## src/rtl/sync_fifowr_arb.sv

```systemverilog
// sync_fifowr_arb: round-robin burst arbiter sharing one FIFO write port among NREQ requesters
//   wclk, rst_n           : write clock, async active-low reset
//   req_i, wdata_i, ack_o : per-requester request level, packed data, one-hot beat accept
//   wfull_i               : registered FIFO full flag
//   wfifo_o, wdata_o      : FIFO write strobe and data
//   gnt_id_o, busy_o      : registered owner index, high while a burst is running
//   SYNC_FIFOWR_ARB_PRIO_EN : when defined, requester 0 wins every arbitration it takes part in
module sync_fifowr_arb #(
  parameter int NREQ  = 4,
  parameter int IW    = 2,
  parameter int DW    = 32,
  parameter int BURST = 4
) (
  input  logic               wclk,
  input  logic               rst_n,
  input  logic [NREQ-1:0]    req_i,
  input  logic [NREQ*DW-1:0] wdata_i,
  output logic [NREQ-1:0]    ack_o,
  input  logic               wfull_i,
  output logic               wfifo_o,
  output logic [DW-1:0]      wdata_o,
  output logic [IW-1:0]      gnt_id_o,
  output logic               busy_o
);
  localparam int CW = $clog2(BURST) + 1;
  typedef enum logic {S_IDLE, S_BURST} state_t;
  state_t        r_state, w_state_nxt;
  logic [IW-1:0] r_gnt_id, r_last, w_pick, w_k, w_gnt_nxt, w_last_nxt;
  logic [CW-1:0] r_cnt, w_cnt_nxt;
  logic          w_busy, w_own_req, w_accept, w_exit;
  assign w_busy    = r_state == S_BURST;
  assign w_own_req = req_i[r_gnt_id];
  assign w_accept  = w_busy & w_own_req & ~wfull_i;
  assign w_exit    = w_busy & ((w_accept & (r_cnt == CW'(BURST - 1))) | ~w_own_req);
  // scan from farthest to nearest so the first requester after r_last overwrites the rest
  always_comb begin
    w_pick = r_last;
    w_k    = r_last;
    for (int i = NREQ; i >= 1; i--) begin
      w_k = IW'((int'(r_last) + i) % NREQ);
      if (req_i[w_k]) w_pick = w_k;
    end
`ifdef SYNC_FIFOWR_ARB_PRIO_EN
    if (req_i[0]) w_pick = '0;
`endif
  end
  // a burst exit with pending requests regrants in the same cycle, so no dead cycle
  always_comb begin
    w_state_nxt = r_state;
    w_gnt_nxt   = r_gnt_id;
    w_last_nxt  = r_last;
    w_cnt_nxt   = w_accept ? r_cnt + CW'(1) : r_cnt;
    if ((!w_busy || w_exit) && (|req_i)) begin
      w_state_nxt = S_BURST;
      w_gnt_nxt   = w_pick;
      w_last_nxt  = w_pick;
      w_cnt_nxt   = '0;
    end else if (w_exit) begin
      w_state_nxt = S_IDLE;
    end
  end
  always_ff @(posedge wclk or negedge rst_n) begin
    if (!rst_n) begin
      r_state  <= S_IDLE;
      r_gnt_id <= '0;
      r_last   <= IW'(NREQ - 1);
      r_cnt    <= '0;
    end else begin
      r_state  <= w_state_nxt;
      r_gnt_id <= w_gnt_nxt;
      r_last   <= w_last_nxt;
      r_cnt    <= w_cnt_nxt;
    end
  end
  assign wfifo_o  = w_accept;
  assign ack_o    = w_accept ? (NREQ'(1) << r_gnt_id) : '0;
  assign wdata_o  = w_busy ? wdata_i[r_gnt_id*DW +: DW] : '0;
  assign busy_o   = w_busy;
  assign gnt_id_o = r_gnt_id;
endmodule

```

## config.mk

```make
export PLATFORM = sky130hd
export DESIGN_NAME = sync_fifowr_arb
export DESIGN_NICKNAME = d
export VERILOG_FILES = /design/src/rtl/sync_fifowr_arb.sv
export SDC_FILE = /design/constraint.sdc
export NUM_CORES = 1
export LEC_CHECK = 0
export BUFFER_PORTS_ARGS = -buffer_cell sky130_fd_sc_hd__buf_2
export CORE_AREA = 4 4 73 75
export CTS_CLUSTER_DIAMETER = 100
export CTS_CLUSTER_SIZE = 10
export DETAILED_ROUTE_END_ITERATION = 10
export DIE_AREA = 0 0 77 79
export MAX_ROUTING_LAYER = met4
export PLACE_DENSITY = 0.78
export SETUP_SLACK_MARGIN = 0.1
export SLEW_MARGIN = 0
export SYNTH_ARGS = -nofsm -noshare
export SYNTH_HDL_FRONTEND = slang
export SYNTH_SLANG_ARGS = --single-unit
```

## constraint.sdc

```tcl
create_clock -name wclk -period 2.2 [get_ports wclk]
set_input_delay 0.22 -clock wclk [delete_from_list [all_inputs] [get_ports wclk]]
set_output_delay 0.22 -clock wclk [all_outputs]
set_load 0.05 [all_outputs]
```

==> metrics <==
CP max FO=10; TritonCTS buffer count=3; GPL Wtd Cong=0.787; row count=25; vias per cell=5.03; worst setup path startpoint=gnt_id_o[0]$_DFFE_PN0P_; clock-pin slew on the worst setup and hold paths=0.05 ns; DP HPWL=5280 um; P_leak=1.28 nW; Die H=79 um; ys async rst share=100%; buffer count from post-CTS setup fixing=0; DR WL/cell=17.1 um; top_reg_cell synth=dfrtp_1; antenna violations before repair=2; gr usage total=19.9%; final hold violations=0; Critical Path Source Type=flip-flop; Netlist cell types=27; Final Power=3.89 mW; Vias=1792; clock sink count=8; Port Buf Inserts=174; Clock Path Buffers=2; worst skew pair latency=0.23 ns; first-pass iteration count of the detailed router=4; Seq cells post-synth=8; core area=4660 sq um; first-pass GRT wire length=9450 um; Residual DRC=0; Max Fclk=503 MHz; worst-margin pin slew=0.439 ns; syn avg cell area=12.2 sq um; Slew Viols, Final=0; Die Area=6080 sq um; Total Nets Final=438; commonest cells after routing, fill and taps aside=buf_2 (173), mux4_2 (32), and2_1 (32); vias in the first global route=1877; EDFF count, synth=0; die width=77 um; HP Class=in -> reg; outcome=complete, no violations; ANT nets after route=0; synth warn=0; clk root buf=clkbuf_8; worst vdd ir=0.724 mV; layout cells sized above 1=76.7%; RSZ-0062 raised after global routing=no; CP arrival=1.77 ns; Gate Count Post-Synth=126; Final Setup Violations=0; WP data required=1.98 ns; Routed WL=6080 um; DR iter-0 viols=64; Multi-input gate area=1270 sq um; gr ovfl total=0; Power Density=1530 nW/um^2; crit share post-route=90.4%; Fillers=413; Worst Setup End Kind=output pin; CTS tree=done; Initial Util=32.9%; Worst Setup Path Type=reg -> out; Layout area overhead=65.7%; Reg area=204 sq um; Max-Cap Viols=0; hold path startpoint=req_i[2]; Syn Std Cell Area=1530 sq um; post-route setup TNS=0 ns; Layout Skew=0.00785 ns; CTS HTree Levels=1; Tmin final=1.99 ns; pin count of the biggest net entering global routing=28; IO Count=175; Max transition margin=69.9%; R2R Path Start=gnt_id_o[1]$_DFFE_PN0P_; syn nets=263; most common cell after layout, fill and taps aside=buf_2; sequential-to-total area share from yosys stat=13.2%
[final timing paths]
kind | end | cells after the start | slack [ns]
min in group asynchronous | r_cnt[1]$_DFFE_PN0P_ | 2 | 0.36
hold reg to reg | r_last[0]$_DFFE_PN1P_ | 2 | 0.52
setup reg to reg | gnt_id_o[1]$_DFFE_PN0P_ | 4 | 0.36
max in group asynchronous | r_last[1]$_DFFE_PN1P_ | 2 | 1.59
setup / recovery | ack_o[2] | 5 | 0.21
hold / removal | busy_o$_DFFE_PN0P_ | 3 | 0.30
[final cells by class]
type	instances	share of cell area (%)
Antenna cell	2	0.197
Timing Repair Buffer	181	37.0
Clock buffer	4	1.77
Sequential cell	8	8.03
Inverter	3	0.443
Tap cell	54	2.66
Multi-Input combinational cell	104	49.9
[power by group]
part / internal (mW) / switching, mW
Sequential: 0.222 / 0.0658
Clock: 0.126 / 0.0610
Combinational: 1.28 / 2.13
[flip-flops by register name, indices dropped and copies added, names as in the netlist]
register,flops
r_last,2
gnt_id_o,2
r_cnt,3
busy_o,1
[repair_timing]
item                       4_1_cts  5_1_grt
hold endpoints to repair         6        0
hold buffers                     1        0
resized for setup                0        1
setup endpoints to repair        0        1
[cell families after synthesis]
logic type / count (synthesis) / synth area share [%]
xor+xnor: 1 / 0.571
buf+inv: 14 / 5.14
fa+ha+maj: 2 / 1.63
flops: 8 / 13.2
simple gates: 52 / 19.4
compound gates: 9 / 6.36
mux: 40 / 53.7
[stage by stage]
step           setup WS, ns  instances  util [%]  hold WS (ns)  area, sq um
2_1_floorplan        0.0392        126         -       -0.0756         1550
3_3_place_gp          0.457        349      53.2        0.0665         2480
3_5_place_dp          0.385        349      53.2        0.0692         2480
4_1_cts               0.170        354      54.4         0.299         2530
5_1_grt               0.131        356      54.5         0.317         2540
6_report              0.212        356      54.5         0.300         2540
[cell usage after synthesis (3+ instances only)]
cell type / count / area, sq um
nand2b_1: 4 / 25.0
inv_1: 3 / 11.3
nor2_1: 7 / 26.3
mux4_2: 32 / 721
nor3_1: 3 / 15.0
buf_4: 4 / 30.0
dfrtp_1: 6 / 150
clkbuf_1: 3 / 11.3
buf_2: 3 / 15.0
a21oi_1: 3 / 15.0
and2_1: 32 / 200
mux2i_1: 5 / 50.1
nand2_1: 3 / 11.3
[per-layer routing]
metal / global-route usage [%] / part of all wire (%) / up-vias
met3: 6.24 / 9.7 / 7
met2: 37.5 / 55 / 83
met4: 2.85 / 0.72 / 0
met5: - / 0 / -
met1: 20.9 / 34 / 858
li1: - / - / 844
[worst max-delay path: stages, from the launching register on]
cell and delay, ns:
dfrtp_2 0.42, buf_4 0.19, nand2b_1 0.23, or2_2 0.34
nor2_2 0.10, buf_2 0.26
(Power assumes the default switching activity.)
